<file path="src/rtl/uart_frame_pkg.sv">
// uart_frame_pkg -- shared definitions for the UART frame receiver.
//
// Holds the receiver state encoding, the default frame start byte, the
// frame length constants and a helper that folds the four payload bytes
// into the XOR checksum.
//
// Configuration macro: UART_FRAME_CHKSUM_EN (adds a trailing XOR byte).

package uart_frame_pkg;

  typedef enum logic [1:0] {
    HUNT    = 2'd0,
    PAYLOAD = 2'd1,
    CHECK   = 2'd2
  } state_t;

  localparam logic [7:0] HDR_DEFAULT = 8'hA5;

  localparam int PAYLOAD_BYTES = 4;

`ifdef UART_FRAME_CHKSUM_EN
  localparam int FRAME_LEN = 1 + PAYLOAD_BYTES + 1;
`else
  localparam int FRAME_LEN = 1 + PAYLOAD_BYTES;
`endif

  // XOR of the four payload bytes; the header never takes part.
  function automatic logic [7:0] payload_xor(input logic [31:0] payload);
    return payload[31:24] ^ payload[23:16] ^ payload[15:8] ^ payload[7:0];
  endfunction

endpackage

</file>
<file path="src/rtl/uart_frame_rx_if.sv">
// uart_frame_rx_if -- byte stream in, frame results out.
//
// Signals:
//   rx_done_tick  one-cycle strobe, rxbus valid in the same cycle
//   rxbus         received byte
//   rx_buf        last accepted 32-bit frame payload
//   frame_valid   one-cycle pulse when rx_buf is updated
//   chk_err       one-cycle pulse on checksum mismatch
//   to_err        one-cycle pulse on inter-byte timeout
//   err_cnt       saturating count of error pulses
//
// Modports: master (byte source / result consumer), slave (the receiver).

interface uart_frame_rx_if;

  logic        rx_done_tick;
  logic [7:0]  rxbus;
  logic [31:0] rx_buf;
  logic        frame_valid;
  logic        chk_err;
  logic        to_err;
  logic [7:0]  err_cnt;

  modport master (
    output rx_done_tick, rxbus,
    input  rx_buf, frame_valid, chk_err, to_err, err_cnt
  );

  modport slave (
    input  rx_done_tick, rxbus,
    output rx_buf, frame_valid, chk_err, to_err, err_cnt
  );

endinterface

</file>
<file path="src/rtl/uart_frame_timeout.sv">
// uart_frame_timeout -- inter-byte idle watchdog for the frame receiver.
//
// Ports:
//   clk     system clock
//   rst     asynchronous active-low reset
//   clear   zero the idle count (byte received, or receiver hunting)
//   enable  count idle cycles while a frame is in progress
//   expire  high in the cycle the count sits at TIMEOUT_CYC-1
//
// TO_W must be wide enough to hold TIMEOUT_CYC-1.

module uart_frame_timeout #(
  parameter int TIMEOUT_CYC = 50000,
  parameter int TO_W        = 16
) (
  input  logic clk,
  input  logic rst,
  input  logic clear,
  input  logic enable,
  output logic expire
);

  localparam logic [TO_W-1:0] LAST = TO_W'(TIMEOUT_CYC - 1);

  logic [TO_W-1:0] count_q;

  // The count parks at LAST rather than wrapping so a stalled receiver can
  // never see a second, spurious expiry from a rolled-over counter.
  always_ff @(posedge clk or negedge rst) begin
    if (!rst) begin
      count_q <= '0;
    end else if (clear) begin
      count_q <= '0;
    end else if (enable && (count_q != LAST)) begin
      count_q <= count_q + TO_W'(1);
    end
  end

  assign expire = enable && (count_q == LAST);

endmodule

</file>
<file path="src/rtl/uart_frame_rx.sv">
// uart_frame_rx -- hunts for a header byte in a UART byte stream and
// assembles the following four bytes (MSB first) into a 32-bit word.
//
// Ports:
//   clk   system clock, all state changes on its rising edge
//   rst   asynchronous active-low reset
//   bus   uart_frame_rx_if.slave (byte strobe in; rx_buf, frame_valid,
//         chk_err, to_err, err_cnt out)
//
// Parameters: HDR (start byte), TIMEOUT_CYC (idle cycles allowed between
// bytes of a frame), TO_W (timeout counter width).
//
// Configuration macro: UART_FRAME_CHKSUM_EN. When defined, each frame
// carries a trailing XOR byte checked in the CHECK state; otherwise the
// frame is accepted after the fourth payload byte and chk_err is tied low.

module uart_frame_rx
  import uart_frame_pkg::*;
#(
  parameter logic [7:0] HDR         = HDR_DEFAULT,
  parameter int         TIMEOUT_CYC = 50000,
  parameter int         TO_W        = 16
) (
  input  logic           clk,
  input  logic           rst,
  uart_frame_rx_if.slave bus
);

  localparam logic [1:0] LAST_IDX = 2'(PAYLOAD_BYTES - 1);

  state_t      state_q, state_d;
  logic [31:0] shadow_q, shadow_d;
  logic [1:0]  idx_q, idx_d;
  logic [31:0] rx_buf_q, rx_buf_d;
  logic        frame_valid_q, frame_valid_d;
  logic        to_err_q, to_err_d;
  logic [7:0]  err_cnt_q, err_cnt_d;
  logic        err_event;
  logic        to_clear, to_enable, to_expire;
`ifdef UART_FRAME_CHKSUM_EN
  logic        chk_err_q, chk_err_d;
`endif

  // The watchdog only runs while a frame is partially received; every
  // byte strobe restarts the idle window.
  assign to_clear  = bus.rx_done_tick || (state_q == HUNT);
  assign to_enable = (state_q != HUNT);

  uart_frame_timeout #(
    .TIMEOUT_CYC (TIMEOUT_CYC),
    .TO_W        (TO_W)
  ) u_timeout (
    .clk    (clk),
    .rst    (rst),
    .clear  (to_clear),
    .enable (to_enable),
    .expire (to_expire)
  );

  // Next-state and output decode. A byte strobe is always tested before
  // the timeout so a byte landing in the expiry cycle is kept. All result
  // pulses are registered, which gives the one-cycle accept latency and
  // leaves HUNT free to take a new header in the frame_valid cycle.
  always_comb begin
    state_d       = state_q;
    shadow_d      = shadow_q;
    idx_d         = idx_q;
    rx_buf_d      = rx_buf_q;
    frame_valid_d = 1'b0;
    to_err_d      = 1'b0;
    err_cnt_d     = err_cnt_q;
    err_event     = 1'b0;
`ifdef UART_FRAME_CHKSUM_EN
    chk_err_d     = 1'b0;
`endif

    case (state_q)
      HUNT: begin
        if (bus.rx_done_tick && (bus.rxbus == HDR)) begin
          state_d = PAYLOAD;
          idx_d   = '0;
        end
      end

      PAYLOAD: begin
        if (bus.rx_done_tick) begin
          shadow_d = {shadow_q[23:0], bus.rxbus};
          idx_d    = idx_q + 2'd1;
          if (idx_q == LAST_IDX) begin
`ifdef UART_FRAME_CHKSUM_EN
            state_d = CHECK;
`else
            rx_buf_d      = {shadow_q[23:0], bus.rxbus};
            frame_valid_d = 1'b1;
            state_d       = HUNT;
`endif
          end
        end else if (to_expire) begin
          to_err_d = 1'b1;
          state_d  = HUNT;
        end
      end

      CHECK: begin
`ifdef UART_FRAME_CHKSUM_EN
        if (bus.rx_done_tick) begin
          if (bus.rxbus == payload_xor(shadow_q)) begin
            rx_buf_d      = shadow_q;
            frame_valid_d = 1'b1;
          end else begin
            chk_err_d = 1'b1;
          end
          state_d = HUNT;
        end else if (to_expire) begin
          to_err_d = 1'b1;
          state_d  = HUNT;
        end
`else
        state_d = HUNT;
`endif
      end

      default: state_d = HUNT;
    endcase

`ifdef UART_FRAME_CHKSUM_EN
    err_event = to_err_d || chk_err_d;
`else
    err_event = to_err_d;
`endif
    if (err_event && (err_cnt_q != 8'hFF)) begin
      err_cnt_d = err_cnt_q + 8'd1;
    end
  end

  // State register; reset drops any partial frame silently.
  always_ff @(posedge clk or negedge rst) begin
    if (!rst) begin
      state_q       <= HUNT;
      shadow_q      <= '0;
      idx_q         <= '0;
      rx_buf_q      <= '0;
      frame_valid_q <= 1'b0;
      to_err_q      <= 1'b0;
      err_cnt_q     <= '0;
`ifdef UART_FRAME_CHKSUM_EN
      chk_err_q     <= 1'b0;
`endif
    end else begin
      state_q       <= state_d;
      shadow_q      <= shadow_d;
      idx_q         <= idx_d;
      rx_buf_q      <= rx_buf_d;
      frame_valid_q <= frame_valid_d;
      to_err_q      <= to_err_d;
      err_cnt_q     <= err_cnt_d;
`ifdef UART_FRAME_CHKSUM_EN
      chk_err_q     <= chk_err_d;
`endif
    end
  end

  assign bus.rx_buf      = rx_buf_q;
  assign bus.frame_valid = frame_valid_q;
  assign bus.to_err      = to_err_q;
  assign bus.err_cnt     = err_cnt_q;
`ifdef UART_FRAME_CHKSUM_EN
  assign bus.chk_err     = chk_err_q;
`else
  assign bus.chk_err     = 1'b0;
`endif

endmodule

</file>
<file path="src/flat_wrapper.sv">
// flat-port wrapper written by rule: the top's interface ports become plain ports
module uart_frame_rx_flat import uart_frame_pkg::*;
#(
  parameter logic [7:0] HDR         = HDR_DEFAULT,
  parameter int         TIMEOUT_CYC = 50000,
  parameter int         TO_W        = 16
)
  (clk, rst, bus_rx_done_tick, bus_rxbus, bus_rx_buf, bus_frame_valid, bus_chk_err, bus_to_err, bus_err_cnt);
  uart_frame_rx_if bus_i ();
  input  logic clk;
  input  logic rst;
  input wire logic [$bits(bus_i.rx_done_tick)-1:0] bus_rx_done_tick;
  input wire logic [$bits(bus_i.rxbus)-1:0] bus_rxbus;
  output wire logic [$bits(bus_i.rx_buf)-1:0] bus_rx_buf;
  output wire logic [$bits(bus_i.frame_valid)-1:0] bus_frame_valid;
  output wire logic [$bits(bus_i.chk_err)-1:0] bus_chk_err;
  output wire logic [$bits(bus_i.to_err)-1:0] bus_to_err;
  output wire logic [$bits(bus_i.err_cnt)-1:0] bus_err_cnt;
  assign bus_i.rx_done_tick = bus_rx_done_tick;
  assign bus_i.rxbus = bus_rxbus;
  assign bus_rx_buf = bus_i.rx_buf;
  assign bus_frame_valid = bus_i.frame_valid;
  assign bus_chk_err = bus_i.chk_err;
  assign bus_to_err = bus_i.to_err;
  assign bus_err_cnt = bus_i.err_cnt;
  uart_frame_rx #(.HDR(HDR), .TIMEOUT_CYC(TIMEOUT_CYC), .TO_W(TO_W)) u_core (.clk(clk), .rst(rst), .bus(bus_i));
endmodule
</file>
<file path="config.mk">
export PLATFORM = sky130hd
export DESIGN_NAME = uart_frame_rx_flat
export DESIGN_NICKNAME = d
export VERILOG_FILES = /design/src/rtl/uart_frame_pkg.sv /design/src/rtl/uart_frame_rx_if.sv /design/src/rtl/uart_frame_timeout.sv /design/src/rtl/uart_frame_rx.sv /design/src/flat_wrapper.sv
export SDC_FILE = /design/constraint.sdc
export NUM_CORES = 1
export LEC_CHECK = 0
export ABC_AREA = 0
export BUFFER_PORTS_ARGS = -buffer_cell sky130_fd_sc_hd__buf_2
export CORE_AREA = 2 2 81 83
export CTS_BUF_LIST = sky130_fd_sc_hd__clkbuf_8
export CTS_CLUSTER_SIZE = 40
export DETAILED_ROUTE_END_ITERATION = 12
export DIE_AREA = 0 0 83 85
export GPL_ROUTABILITY_DRIVEN = 0
export PLACE_DENSITY_LB_ADDON = 0.3
export SYNTH_ARGS = -nofsm -noshare
export SYNTH_HDL_FRONTEND = slang
export SYNTH_SLANG_ARGS = --single-unit
</file>
<file path="constraint.sdc">
create_clock -name clk -period 4.6 [get_ports clk]
set_clock_uncertainty 0.2 [all_clocks]
set_input_delay 0.23 -clock clk [delete_from_list [all_inputs] [get_ports clk]]
set_output_delay 0.23 -clock clk [all_outputs]
set_load 0.01 [all_outputs]
</file>
; Word level (Yosys, flattened, before mapping)
; Index checks and enable logic that the tools add are counted.
[word_totals]
reg_bits = 86
in_bits = 11
out_inout_bits = 43
elab_cells = 50
[classes]
n_addsub = 3
n_eq_ne = 10
mux = 16
reduce_logical = 13
[ops]
columns = operator, count
row1 = 2-to-1 mux 16 bit, 2
row2 = "adder 16 x 1 -> 16 bit, second input constant", 1
row3 = "== test 16 bit, second input constant", 1
row4 = "!= test 16 bit, second input constant", 1
row5 = 2-to-1 mux 2 bit, 6
row6 = AND reduction 3 bit, 3
row7 = "adder 8 x 1 -> 8 bit, second input constant", 1
row8 = "== test 8 bit, second input constant", 1
row9 = "!= test 8 bit, second input constant", 1
row10 = one-hot mux 2 bit (2 select lines), 2
row11 = 2-to-1 mux 1 bit, 6
row12 = "!= test 3 x 2 -> 1 bit, second input constant", 2
row13 = nonzero test 2 bit, 3
row14 = logical AND 1 bit, 4
row15 = "!= test 2 bit, second input constant", 2
row16 = "adder 2 x 1 -> 2 bit, second input constant", 1
row17 = "== test 2 x 1 -> 1 bit, second input constant", 1
row18 = "== test 2 bit, second input constant", 1
row19 = logical NOT 2 bit, 1
row20 = AND reduction 2 bit, 1
row21 = logical OR 1 bit, 1

; Longest topological paths before layout
; Gate-level depths: netlist (run 1).
[depth]
word_depth = 6
ltp_mapped = 6

; Cells and area by module
; A second synthesis (run 1) with hierarchy kept.
[unflattened]
hier_cells = 270
area_unflattened_um2 = 3606.0
[modules_own_cells]
columns = mod, n_inst, cells_each, area_each_um2, seq_area_each_um2
row1 = uart_frame_rx, 1, 176, 2731.4, 1726.7
row2 = uart_frame_timeout, 1, 94, 874.6, 400.4

; Worst setup path after synthesis (run 1)
; OpenSTA, ideal clock, no wires.
[synth_timing]
kind = register -> register
startpoint = register u_core.u_timeout.count_q[0]
endpoint = register u_core.err_cnt_q[7], in the netlist u_core.bus.err_cnt[7]
setup_ns = 0.128
arrival_ns = 1.777
setup_slack_ns = 2.495
stages_incl_launch_ff = 7
path_cell_list = dfrtp_1 > ha_1 > and3_1 > buf_2 > nand4_4 > or4b_1 > mux2_1
[synth_between]
elab_chain_len = 6
[synth_rtl]
columns = item, line_no
row1 = "start, declared", uart_frame_timeout.sv:25  ; logic [TO_W-1:0] count_q;
row2 = "start signal, assigned", uart_frame_timeout.sv:35  ; count_q <= count_q + TO_W'(1);
row3 = == test 16 bit, uart_frame_timeout.sv:39  ; assign expire = enable && (count_q == LAST);
row4 = logical AND 1 bit, uart_frame_timeout.sv:39
row5 = 2-to-1 mux 1 bit, uart_frame_rx.sv:98  ; end else if (to_expire) begin
row6 = 2-to-1 mux 1 bit, uart_frame_rx.sv:86  ; if (bus.rx_done_tick) begin
row7 = 2-to-1 mux 1 bit, uart_frame_rx.sv:77  ; case (state_q)
row8 = logical AND 1 bit, uart_frame_rx.sv:131  ; if (err_event && (err_cnt_q != 8'hFF)) begin
row9 = "end signal, assigned", uart_frame_rx.sv:156  ; err_cnt_q <= err_cnt_d;
row10 = "end, declared", uart_frame_rx.sv:37  ; logic [7:0] err_cnt_q, err_cnt_d;
; Every way passes these cells.
; A chain may end at the register's enable or synchronous reset.

; Final worst setup path (run 1)
; Ends and elaborated chain as after synthesis.

==> results.txt, run 1 <==
----------------------------------------------------
[Timing]
  Period utilization ... 50.3%
  Transition time at the pin with the least slew margin ... 1.10 ns
  Max-slew violation count ... 0
  Final setup slack of the worst path ... 2.29 ns
  Setup-violating endpoint count in the final report ... 0
  Normalized max-slew margin ... 26.7%
  Crit path time final ... 2.31 ns
  Maximum clock rate ... 0.432 GHz
  Setup repair after global routing missed its margin ... no
  Total Negative Setup Slacks ... 0 ns
  Count of final hold-check violations ... 0

[Route]
  Average wire per standard cell ... 15.1 um
  DRT antenna net count ... 0
  Post-detailed-route DRC marker count ... 0
  Final routed wirelength across all metal layers ... 6190 um
  Vias after detailed routing ... 2256
  Starting DRC count in detailed routing ... 154
  Vias per Instance ... 5.50
  Drt pass-1 iters ... 4

[Placement]
  Half-perimeter wire length after placement ... 4050 um
  Count of buffers inserted at the top-level ports ... 52
  Post-Place Worst Slack ... 2.34 ns
  Total instance count after detailed placement ... 385

[Floorplan]
  Die boundary height ... 85 um
  Num rows ... 29
  Die width ... 83 um
  Core region area ... 6200 um2
  Floorplan die area ... 7060 um2
  Count of boundary I/O pins ... 54
  Initial Util ... 57.6%

[Synth]
  Synth cell types ... 43
  Adder-Cell Fraction of Synth Area ... 1.05%
  Top-area cell type share of the netlist area ... 59.5%
  Dominant combinational cell family by area after synthesis ... multiplexers
  Leading cell types by total area after synthesis ... sky130_fd_sc_hd__dfrtp_1 60%, sky130_fd_sc_hd__mux2_2 18%, sky130_fd_sc_hd__xor2_1 2.2%
  XOR/XNOR share of the synthesized area ... 3.19%
  Number of storage elements in the synthesis netlist ... 85
  Number of warnings printed during yosys synthesis ... 0
  Top_reg_cell synth ... sky130_fd_sc_hd__dfrtp_1
  Fraction of synthesized area in multiplexers ... 18.8%
  Average cell area after synthesis ... 13.4 um2
  Post-Syn Instances ... 267
  Synth area leader ... sky130_fd_sc_hd__dfrtp_1
  EDFF count, synth ... 0
  Simple-gate area share of the yosys netlist ... 12.6%
  Sequential element share of the synthesized area ... 59.5%
  Fraction of registers with async set or reset after synthesis ... 100%
  Compound-cell area share of the yosys netlist ... 2.59%
  Net Count, Synth ... 281
  Cell Area, Synth ... 3570 um2

[Clocking]
  Clock-pin slew on the worst setup and hold paths ... 0.08 ns
  Total CTS buffers ... 9
  Sink count of the clock tree ... 85
  Clock latency at the later pin of the worst-skew pair ... 0.35 ns
  TritonCTS clock tree ... built
  Total number of H-tree levels ... 3
  Worst-case clock buffer depth ... 2
  Clk root buf ... sky130_fd_sc_hd__clkbuf_8
  Post-CTS setup buffer count ... 0

[Global route]
  Antenna violations before repair ... 0
  Maximum number of pins on one net before global-route repair ... 86
  Total routing resource utilization after global routing ... 18.9%
  Vias in the first global route ... 2228
  Overflow after GRT ... 0
  Wire length of the first global-routing pass ... 10600 um

[Setup path]
  Number of cells on the critical path ... 5
  Crit path max-delay cell type ... sky130_fd_sc_hd__or4b_1
  Largest fanout of any net on the critical path ... 10
  Setup slack of the most critical reg-to-reg path ... 2.29 ns
  Sum of buffers and inverters on the critical path ... 0
  CP Launch Point ... u_core.u_timeout.count_q[0]$_DFFE_PN0P_
  Startpoint of the worst register-to-register path ... u_core.u_timeout.count_q[0]$_DFFE_PN0P_
  Worst Path Arrival ... 2.34 ns
  Required arrival time at the worst endpoint ... 4.63 ns
  Worst-case reg-to-reg path depth ... 5
  Startpoint type of the worst setup path ... flop
  Category of the worst setup path capture point ... flop
  Max incr delay on CP ... 0.54 ns
  Cell-by-cell listing of the critical path ... ha_1 > and3_1 > nand4_4 > or4b_1 > mux2_1
  CP delay by family, top ... simple AND/OR/NAND/NOR gates
  Critical path class ... reg -> reg

[Cells and area]
  Final nets ... 343
  Most common library cell in the layout ignoring fill and taps ... sky130_fd_sc_hd__dfrtp_1
  Non-filler cells in the finished layout ... 410
  Commonest cells after routing, fill and taps aside ... 85 x sky130_fd_sc_hd__dfrtp_1, 57 x sky130_fd_sc_hd__mux2_2, 51 x sky130_fd_sc_hd__buf_2
  Relative area change from synthesis to final layout ... 17.9%
  Fraction of layout instances using a drive strength above 1 ... 39.0%
  Diode count ... 0

[Min path]
  Worst min-delay path category ... reg -> reg
  WHS Path Cells ... 1
  Hold path startpoint ... u_core.bus.err_cnt[5]$_DFFE_PN0P_

[Pwr]
  IR drop worst, VDD ... 0.000294 V
  Power per Cell Area ... 394 nW/um2
  Leakage dissipation ... 2.18 nW

[Run]
  Max-cap viol count ... 0

[Status]
  Result of the run ... finished clean

----------------------------------------------------
layout make-up:
type	instances	area, um2
tap	77	96.3
inverter	6	22.5
timing repair buffer	63	370
sequential	85	2130
clock buffer	10	138
fill	434	1990
clock inverter	5	83.8
multi-input combinational	164	1370
power breakdown:
group	switching (mW)	leakage, nW	internal (mW)
Combinational	0.0689	0.909	0.0982
Clock	0.257	0.105	0.319
Sequential	0.0700	1.16	0.844
Total	0.396	2.18	1.26
logic make-up after synthesis:
logic type,Yosys count
other cells,1
xor+xnor,13
flops,85
compound gates,15
mux,60
simple gates,72
fa+ha+maj,3
buf+inv,18
routing by layer:
layer | routed length [um] | global-route usage (%)
met1 | 2960 | 26.3
met2 | 2920 | 29.3
met3 | 220 | 3.40
met4 | 85 | 8.49
met5 | 0 | 0
sequential cells by signal (all words and copies together), names as in the netlist:
| signal | cells |
|---|---|
| u_core.idx_q | 2 |
| u_core.bus.to_err | 1 |
| u_core.shadow_q | 24 |
| u_core.bus.err_cnt | 8 |
| u_core.u_timeout.count_q | 16 |
| u_core.bus.rx_buf | 32 |
| u_core.bus.frame_valid | 1 |
| u_core.state_q | 1 |
synthesized netlist by cell type (2+ instances only):
cell type / number
sky130_fd_sc_hd__a21oi_1: 4
sky130_fd_sc_hd__and3_1: 3
sky130_fd_sc_hd__clkbuf_1: 10
sky130_fd_sc_hd__dfrtp_1: 85
sky130_fd_sc_hd__ha_1: 3
sky130_fd_sc_hd__inv_1: 6
sky130_fd_sc_hd__mux2_2: 57
sky130_fd_sc_hd__mux2i_1: 2
sky130_fd_sc_hd__nand2_1: 10
sky130_fd_sc_hd__nand2b_1: 3
sky130_fd_sc_hd__nand3_1: 10
sky130_fd_sc_hd__nand4_1: 6
sky130_fd_sc_hd__nor2_1: 12
sky130_fd_sc_hd__nor3_1: 5
sky130_fd_sc_hd__nor4_1: 3
sky130_fd_sc_hd__nor4bb_1: 2
sky130_fd_sc_hd__o211ai_1: 2
sky130_fd_sc_hd__o21ai_0: 4
sky130_fd_sc_hd__o31ai_1: 2
sky130_fd_sc_hd__or3_1: 2
sky130_fd_sc_hd__or4_1: 3
sky130_fd_sc_hd__xnor2_1: 4
sky130_fd_sc_hd__xor2_1: 9
path summary, 6_finish.rpt:
check,to
worst max-delay path,u_core.bus.err_cnt[7]$_DFFE_PN0P_
worst min-delay path,u_core.bus.err_cnt[5]$_DFFE_PN0P_
worst max register to register,u_core.bus.err_cnt[7]$_DFFE_PN0P_
worst min register to register,u_core.bus.err_cnt[5]$_DFFE_PN0P_
max in group asynchronous,u_core.u_timeout.count_q[5]$_DFFE_PN0P_
min in group asynchronous,u_core.bus.rx_buf[29]$_DFFE_PN0P_
repair_timing:
action                                 CTS  global route
setup endpoints to repair                0             0
hold buffers                            10             0
endpoints found under the hold margin  102             0
resized for setup                        0             0
stage by stage:
stage	hold slack (ns)	cell area (um2)	power (mW)	util, %
2_1_floorplan	-0.266	3570	1.02	-
3_3_place_gp	0.274	3890	1.08	62.7
3_5_place_dp	0.276	3890	1.09	62.7
4_1_cts	0.291	4210	1.67	67.9
5_1_grt	0.301	4210	1.74	67.9
6_report	0.284	4210	1.66	67.9
Note: power is estimated with default switching activity, not from simulation.
==> run 2, diff against run 1 <==
==> constraint.sdc (replaced) <==
create_clock -name clk -period 2.31 [get_ports clk]
set_clock_uncertainty 0.2 [all_clocks]
set_input_delay 0.1155 -clock clk [delete_from_list [all_inputs] [get_ports clk]]
set_output_delay 0.1155 -clock clk [all_outputs]
set_load 0.01 [all_outputs]
==> run 2 against run 1 <==
Effect of this change:
- count of clock-buffer cells in the layout unchanged
- design area up 0.71%
- flip-flop and latch count unchanged
- register-to-register slack got worse by 2.1 ns
- setup slack worse by 2.1 ns
- fmax is 7.8% higher
- die area unchanged
- worst hold slack worse by 0.21 ns
- combinational power is 100% higher
- largest cell class unchanged
==> results.txt, run 2 (synthesis results as in run 1) <==
----------------------------------------------------
[Cells and area]
  Commonest cells after routing, fill and taps aside ... 85 x sky130_fd_sc_hd__dfrtp_1, 57 x sky130_fd_sc_hd__mux2_2, 51 x sky130_fd_sc_hd__buf_2
  Flip-flop count of the largest register, all copies and words added ... 32
  Non-filler cells in the finished layout ... 415
  Fraction of layout instances using a drive strength above 1 ... 40.2%
  Most common library cell in the layout ignoring fill and taps ... sky130_fd_sc_hd__dfrtp_1
  Final nets ... 347
  Relative area change from synthesis to final layout ... 18.7%
  Post-route cell area ... 4240 um2
  Diode count ... 0

[Pwr]
  Clk pwr share ... 31.5%
  IR drop worst, VDD ... 0.000568 V
  Leakage dissipation ... 2.20 nW
  Switching power ... 833 uW
  Part of the power in combinational logic ... 10.8%
  Register share of total power ... 57.7%
  Power per Cell Area ... 744 nW/um2
  Total internal power ... 2.32 mW
  Switching power as a share of total power ... 26.4%

[Floorplan]
  Core region area ... 6200 um2
  Num rows ... 29
  Die boundary height ... 85 um
  Count of boundary I/O pins ... 54
  Die width ... 83 um
  Floorplan die area ... 7060 um2
  Initial Util ... 57.6%

[Timing]
  Transition time at the pin with the least slew margin ... 0.517 ns
  Period utilization ... 93.0%
  Crit path time final ... 2.15 ns
  Total Negative Setup Slacks ... 0 ns
  Maximum clock rate ... 0.466 GHz
  Final hold slack ... 0.0762 ns
  Count of final hold-check violations ... 0
  Setup repair after global routing missed its margin ... no
  Max-slew violation count ... 0
  Setup-violating endpoint count in the final report ... 0
  Normalized max-slew margin ... 65.6%

[Placement]
  Placed standard-cell area ... 3940 um2
  Half-perimeter wire length after placement ... 4230 um
  Count of buffers inserted at the top-level ports ... 52
  Total instance count after detailed placement ... 389

[Route]
  Vias after detailed routing ... 2285
  Drt pass-1 iters ... 4
  Final routed wirelength across all metal layers ... 6260 um
  Starting DRC count in detailed routing ... 162
  Average wire per standard cell ... 15.1 um
  Post-detailed-route DRC marker count ... 0
  DRT antenna net count ... 0
  Vias per Instance ... 5.51

[Clocking]
  Clock latency at the later pin of the worst-skew pair ... 0.34 ns
  Worst-case clock buffer depth ... 2
  Clk root buf ... sky130_fd_sc_hd__clkbuf_8
  Sink count of the clock tree ... 85
  Total CTS buffers ... 9
  TritonCTS clock tree ... built
  Clock-pin slew on the worst setup and hold paths ... 0.10 ns
  Total number of H-tree levels ... 3

[Setup path]
  Largest fanout of any net on the critical path ... 5
  Cell-by-cell listing of the critical path ... ha_1 > and3_1 > nand4_4 > or4b_1 > mux2_1
  Startpoint of the worst register-to-register path ... u_core.u_timeout.count_q[0]$_DFFE_PN0P_
  Startpoint type of the worst setup path ... flop
  Worst-case reg-to-reg path depth ... 5
  Required arrival time at the worst endpoint ... 2.34 ns
  Max incr delay on CP ... 0.49 ns
  Category of the worst setup path capture point ... flop
  Worst Path Arrival ... 2.18 ns
  Critical path class ... reg -> reg
  Reg2Reg Capture Point ... u_core.bus.err_cnt[7]$_DFFE_PN0P_
  Crit path max-delay cell type ... sky130_fd_sc_hd__or4b_1
  Setup slack of the most critical reg-to-reg path ... 0.16 ns

[Global route]
  Vias in the first global route ... 2302
  Antenna violations before repair ... 0
  Total routing resource utilization after global routing ... 20.0%
  Overflow after GRT ... 0
  Wire length of the first global-routing pass ... 11200 um
  Maximum number of pins on one net before global-route repair ... 46

[Run]
  Max-cap viol count ... 0

[Status]
  Result of the run ... finished clean

[Min path]
  Worst min-delay path category ... in -> async

----------------------------------------------------
run 2: cell count changes in the layout (fill, tap and decap cells not counted):
| cell | delta |
|---|---|
| sky130_fd_sc_hd__inv_8 | +1 |
| sky130_fd_sc_hd__nor3_2 | +1 |
| sky130_fd_sc_hd__inv_6 | +1 |
| sky130_fd_sc_hd__nor3_1 | -1 |
| sky130_fd_sc_hd__clkinv_4 | +2 |
| sky130_fd_sc_hd__clkinvlp_4 | -1 |
| sky130_fd_sc_hd__bufinv_16 | -2 |
| sky130_fd_sc_hd__buf_12 | +2 |
| sky130_fd_sc_hd__buf_4 | +2 |
run 2: worst max-delay path by stage:
stage	slack, ns	endpoint	startpoint
after floorplan	0.21	u_core.bus.err_cnt[7]$_DFFE_PN0P_	u_core.u_timeout.count_q[0]$_DFFE_PN0P_
after global placement	0.23	u_core.bus.err_cnt[7]$_DFFE_PN0P_	u_core.u_timeout.count_q[0]$_DFFE_PN0P_
after detailed placement	0.13	u_core.bus.err_cnt[1]$_DFFE_PN0P_	u_core.u_timeout.count_q[0]$_DFFE_PN0P_
after CTS	0.11	u_core.bus.err_cnt[1]$_DFFE_PN0P_	u_core.u_timeout.count_q[0]$_DFFE_PN0P_
after global routing	0.05	u_core.bus.err_cnt[7]$_DFFE_PN0P_	u_core.u_timeout.count_q[0]$_DFFE_PN0P_
final	0.16	u_core.bus.err_cnt[7]$_DFFE_PN0P_	u_core.u_timeout.count_q[0]$_DFFE_PN0P_
run 2: worst max-delay path, delay by kind of cell (launching register included):
kind	cells	cell delay, ns
mux	1	0.32
simple gates	3	0.91
fa+ha+maj	1	0.22
flops	1	0.39
run 2: layer usage:
layer	wire length (um)	up-vias	track usage [%]
li1	-	1093	-
met1	3080	1137	29.5
met2	2870	46	29.5
met3	203	9	4.57
met4	110	0	6.86
met5	0	-	0
run 2: power by group through the flow:
stage	registers (mW)	clock network, mW	logic (mW)
detailed placement	1.85	0	0.333
floorplan	1.80	0	0.230
global placement	1.84	0	0.316
global route	1.86	1.09	0.383
CTS	1.82	1.01	0.347
finish	1.82	0.993	0.341
run 2: timing repair:
action,4_1_cts,5_1_grt
endpoints found under the hold margin,104,0
setup endpoints to repair,0,1
buffers inserted,0,0
hold buffers,10,0
resized for setup,0,1
run 2: cell type report:
type / instances / area (um2)
fill: 455 / 1960
clock inverter: 6 / 53.8
tap: 77 / 96.3
inverter: 6 / 22.5
clock buffer: 10 / 138
sequential: 85 / 2130
timing repair buffer: 67 / 425
multi-input combinational: 164 / 1380
run 2: stage by stage:
stage | setup slack [ns] | power, mW | util [%]
floorplan | 0.205 | 2.03 | -
global placement | 0.230 | 2.15 | 63.6
detailed placement | 0.127 | 2.18 | 63.6
CTS | 0.114 | 3.18 | 68.3
global route | 0.0493 | 3.33 | 68.3
finish | 0.163 | 3.15 | 68.3
==> run 3, diff against run 2 <==
--- a/config.mk
+++ b/config.mk
@@ -14,6 +14,7 @@
 export DIE_AREA = 0 0 83 85
 export GPL_ROUTABILITY_DRIVEN = 0
 export PLACE_DENSITY_LB_ADDON = 0.3
+export SLEW_MARGIN = 30
 export SYNTH_ARGS = -nofsm -noshare
 export SYNTH_HDL_FRONTEND = slang
 export SYNTH_SLANG_ARGS = --single-unit
==> constraint.sdc (replaced) <==
create_clock -name clk -period 2.2 [get_ports clk]
set_clock_uncertainty 0.2 [all_clocks]
set_input_delay 0.11 -clock clk [delete_from_list [all_inputs] [get_ports clk]]
set_output_delay 0.11 -clock clk [all_outputs]
set_load 0.01 [all_outputs]
==> run 3 against run 2 <==
Effect of this change:
- routed wire length grew 3.4%
- sequential power grew 5%
- global-route usage grew 0.43 points
- first-iteration DRC count shrank 13%
- clock power grew 19%
- total power grew 9.2%
- worst hold slack gained 0.011 ns
- critical endpoint unchanged
- largest cell class unchanged
- highest routed layer unchanged
==> results.txt, run 3 (synthesis results as in run 1) <==
----------------------------------------------------
[Global route]
  Maximum number of pins on one net before global-route repair ... 44
  Vias in the first global route ... 2395
  Antenna violations before repair ... 0
  Overflow after GRT ... 0
  Total routing resource utilization after global routing ... 20.4%
  Wire length of the first global-routing pass ... 11300 um

[Timing]
  Normalized max-slew margin ... 63.2%
  Max-slew violation count ... 0
  Count of final hold-check violations ... 0
  Setup-violating endpoint count in the final report ... 0
  Period utilization ... 94.1%
  Transition time at the pin with the least slew margin ... 0.552 ns
  Final hold slack ... 0.0873 ns
  Setup repair after global routing missed its margin ... no
  Total Negative Setup Slacks ... 0 ns
  Maximum clock rate ... 0.483 GHz
  Crit path time final ... 2.07 ns

[Cells and area]
  Non-filler cells in the finished layout ... 415
  Flip-flop count of the largest register, all copies and words added ... 32
  Final nets ... 348
  Commonest cells after routing, fill and taps aside ... 85 x sky130_fd_sc_hd__dfrtp_1, 57 x sky130_fd_sc_hd__mux2_2, 51 x sky130_fd_sc_hd__buf_2
  Fraction of layout instances using a drive strength above 1 ... 39.3%
  Diode count ... 0
  Most common library cell in the layout ignoring fill and taps ... sky130_fd_sc_hd__dfrtp_1
  Relative area change from synthesis to final layout ... 19.4%
  Final cell utilization of the core ... 68.7%

[Route]
  DRT antenna net count ... 0
  Post-detailed-route DRC marker count ... 0
  Vias after detailed routing ... 2304
  Final routed wirelength across all metal layers ... 6470 um
  Drt pass-1 iters ... 4
  Vias per Instance ... 5.55
  Starting DRC count in detailed routing ... 141
  Average wire per standard cell ... 15.6 um

[Setup path]
  Cell-by-cell listing of the critical path ... ha_1 > and3_1 > nand4_4 > or4b_1 > mux2_1
  Critical path class ... reg -> reg
  Category of the worst setup path capture point ... flop
  Sum of buffers and inverters on the critical path ... 0
  Startpoint type of the worst setup path ... flop
  Crit path max-delay cell type ... sky130_fd_sc_hd__or4b_1
  CP delay by family, top ... simple AND/OR/NAND/NOR gates
  Max incr delay on CP ... 0.49 ns
  Required arrival time at the worst endpoint ... 2.23 ns
  Largest fanout of any net on the critical path ... 4
  Worst Path Arrival ... 2.10 ns

[Floorplan]
  Initial Util ... 57.6%
  Count of boundary I/O pins ... 54
  Num rows ... 29
  Die boundary height ... 85 um
  Core region area ... 6200 um2
  Floorplan die area ... 7060 um2
  Die width ... 83 um

[Placement]
  Count of buffers inserted at the top-level ports ... 52
  Half-perimeter wire length after placement ... 4420 um
  Total instance count after detailed placement ... 390

[Clocking]
  Clk root buf ... sky130_fd_sc_hd__clkbuf_8
  Sink count of the clock tree ... 85
  Total CTS buffers ... 9
  Total number of H-tree levels ... 3
  Clock latency at the later pin of the worst-skew pair ... 0.35 ns
  TritonCTS clock tree ... built
  Clock-pin slew on the worst setup and hold paths ... 0.08 ns
  Cells resized by post-CTS repair ... 0
  Worst-case clock buffer depth ... 2

[Pwr]
  IR drop worst, VDD ... 0.000524 V
  Leakage dissipation ... 2.22 nW
  Power per Cell Area ... 807 nW/um2

[Status]
  Result of the run ... finished clean

[Min path]
  Worst min-delay path category ... in -> async

[Run]
  Max-cap viol count ... 0

----------------------------------------------------
run 3: report_power, final:
group / switching [mW] / internal (mW) / leakage, nW
clock network: 0.520 / 0.661 / 0.115
logic: 0.144 / 0.211 / 0.943
registers: 0.144 / 1.76 / 1.16
run 3: layout make-up:
class                      count  area [um2]
clock buffer                  10         138
clock inverter                 5        76.3
fill                         457        1940
inverter                       6        22.5
multi-input combinational    164        1370
sequential                    85        2130
tap                           77        96.3
timing repair buffer          68         433
run 3: path summary, 6_finish.rpt:
check                                                   startpoint                                end  slack (ns)  cells after the start
hold / removal                                                 rst  u_core.bus.rx_buf[28]$_DFFE_PN0P_        0.09                      2
setup reg to reg           u_core.u_timeout.count_q[0]$_DFFE_PN0P_  u_core.bus.err_cnt[7]$_DFFE_PN0P_        0.13                      5
hold reg to reg                  u_core.bus.rx_buf[30]$_DFFE_PN0P_  u_core.bus.rx_buf[30]$_DFFE_PN0P_        0.30                      1
max in group asynchronous                                      rst        u_core.idx_q[1]$_DFFE_PN0P_        1.09                      3
min in group clk                 u_core.bus.rx_buf[30]$_DFFE_PN0P_  u_core.bus.rx_buf[30]$_DFFE_PN0P_        0.30                      1
setup / recovery           u_core.u_timeout.count_q[0]$_DFFE_PN0P_  u_core.bus.err_cnt[7]$_DFFE_PN0P_        0.13                      5
run 3: layer usage:
metal | global-route usage [%] | up-vias | wire length (um)
met2 | 31.8 | 56 | 3020
met5 | 0 | - | 0
met1 | 27.6 | 1145 | 3030
li1 | - | 1092 | -
met4 | 9.39 | 0 | 151
met3 | 4.67 | 11 | 265
run 3: per-stage QoR:
step	cell area, um2	total power, mW	setup WS [ns]
5_1_grt	4270	3.62	0.0550
4_1_cts	4270	3.49	0.124
6_report	4270	3.44	0.130
3_3_place_gp	3950	2.26	0.150
3_5_place_dp	3950	2.29	0.130
2_1_floorplan	3570	2.13	0.0951
run 3: repair_timing:
| action | 4_1_cts | 5_1_grt |
|---|---|---|
| hold buffers | 10 | 0 |
| buffers inserted | 0 | 0 |
| setup endpoints to repair | 0 | 0 |
| endpoints found under the hold margin | 106 | 0 |
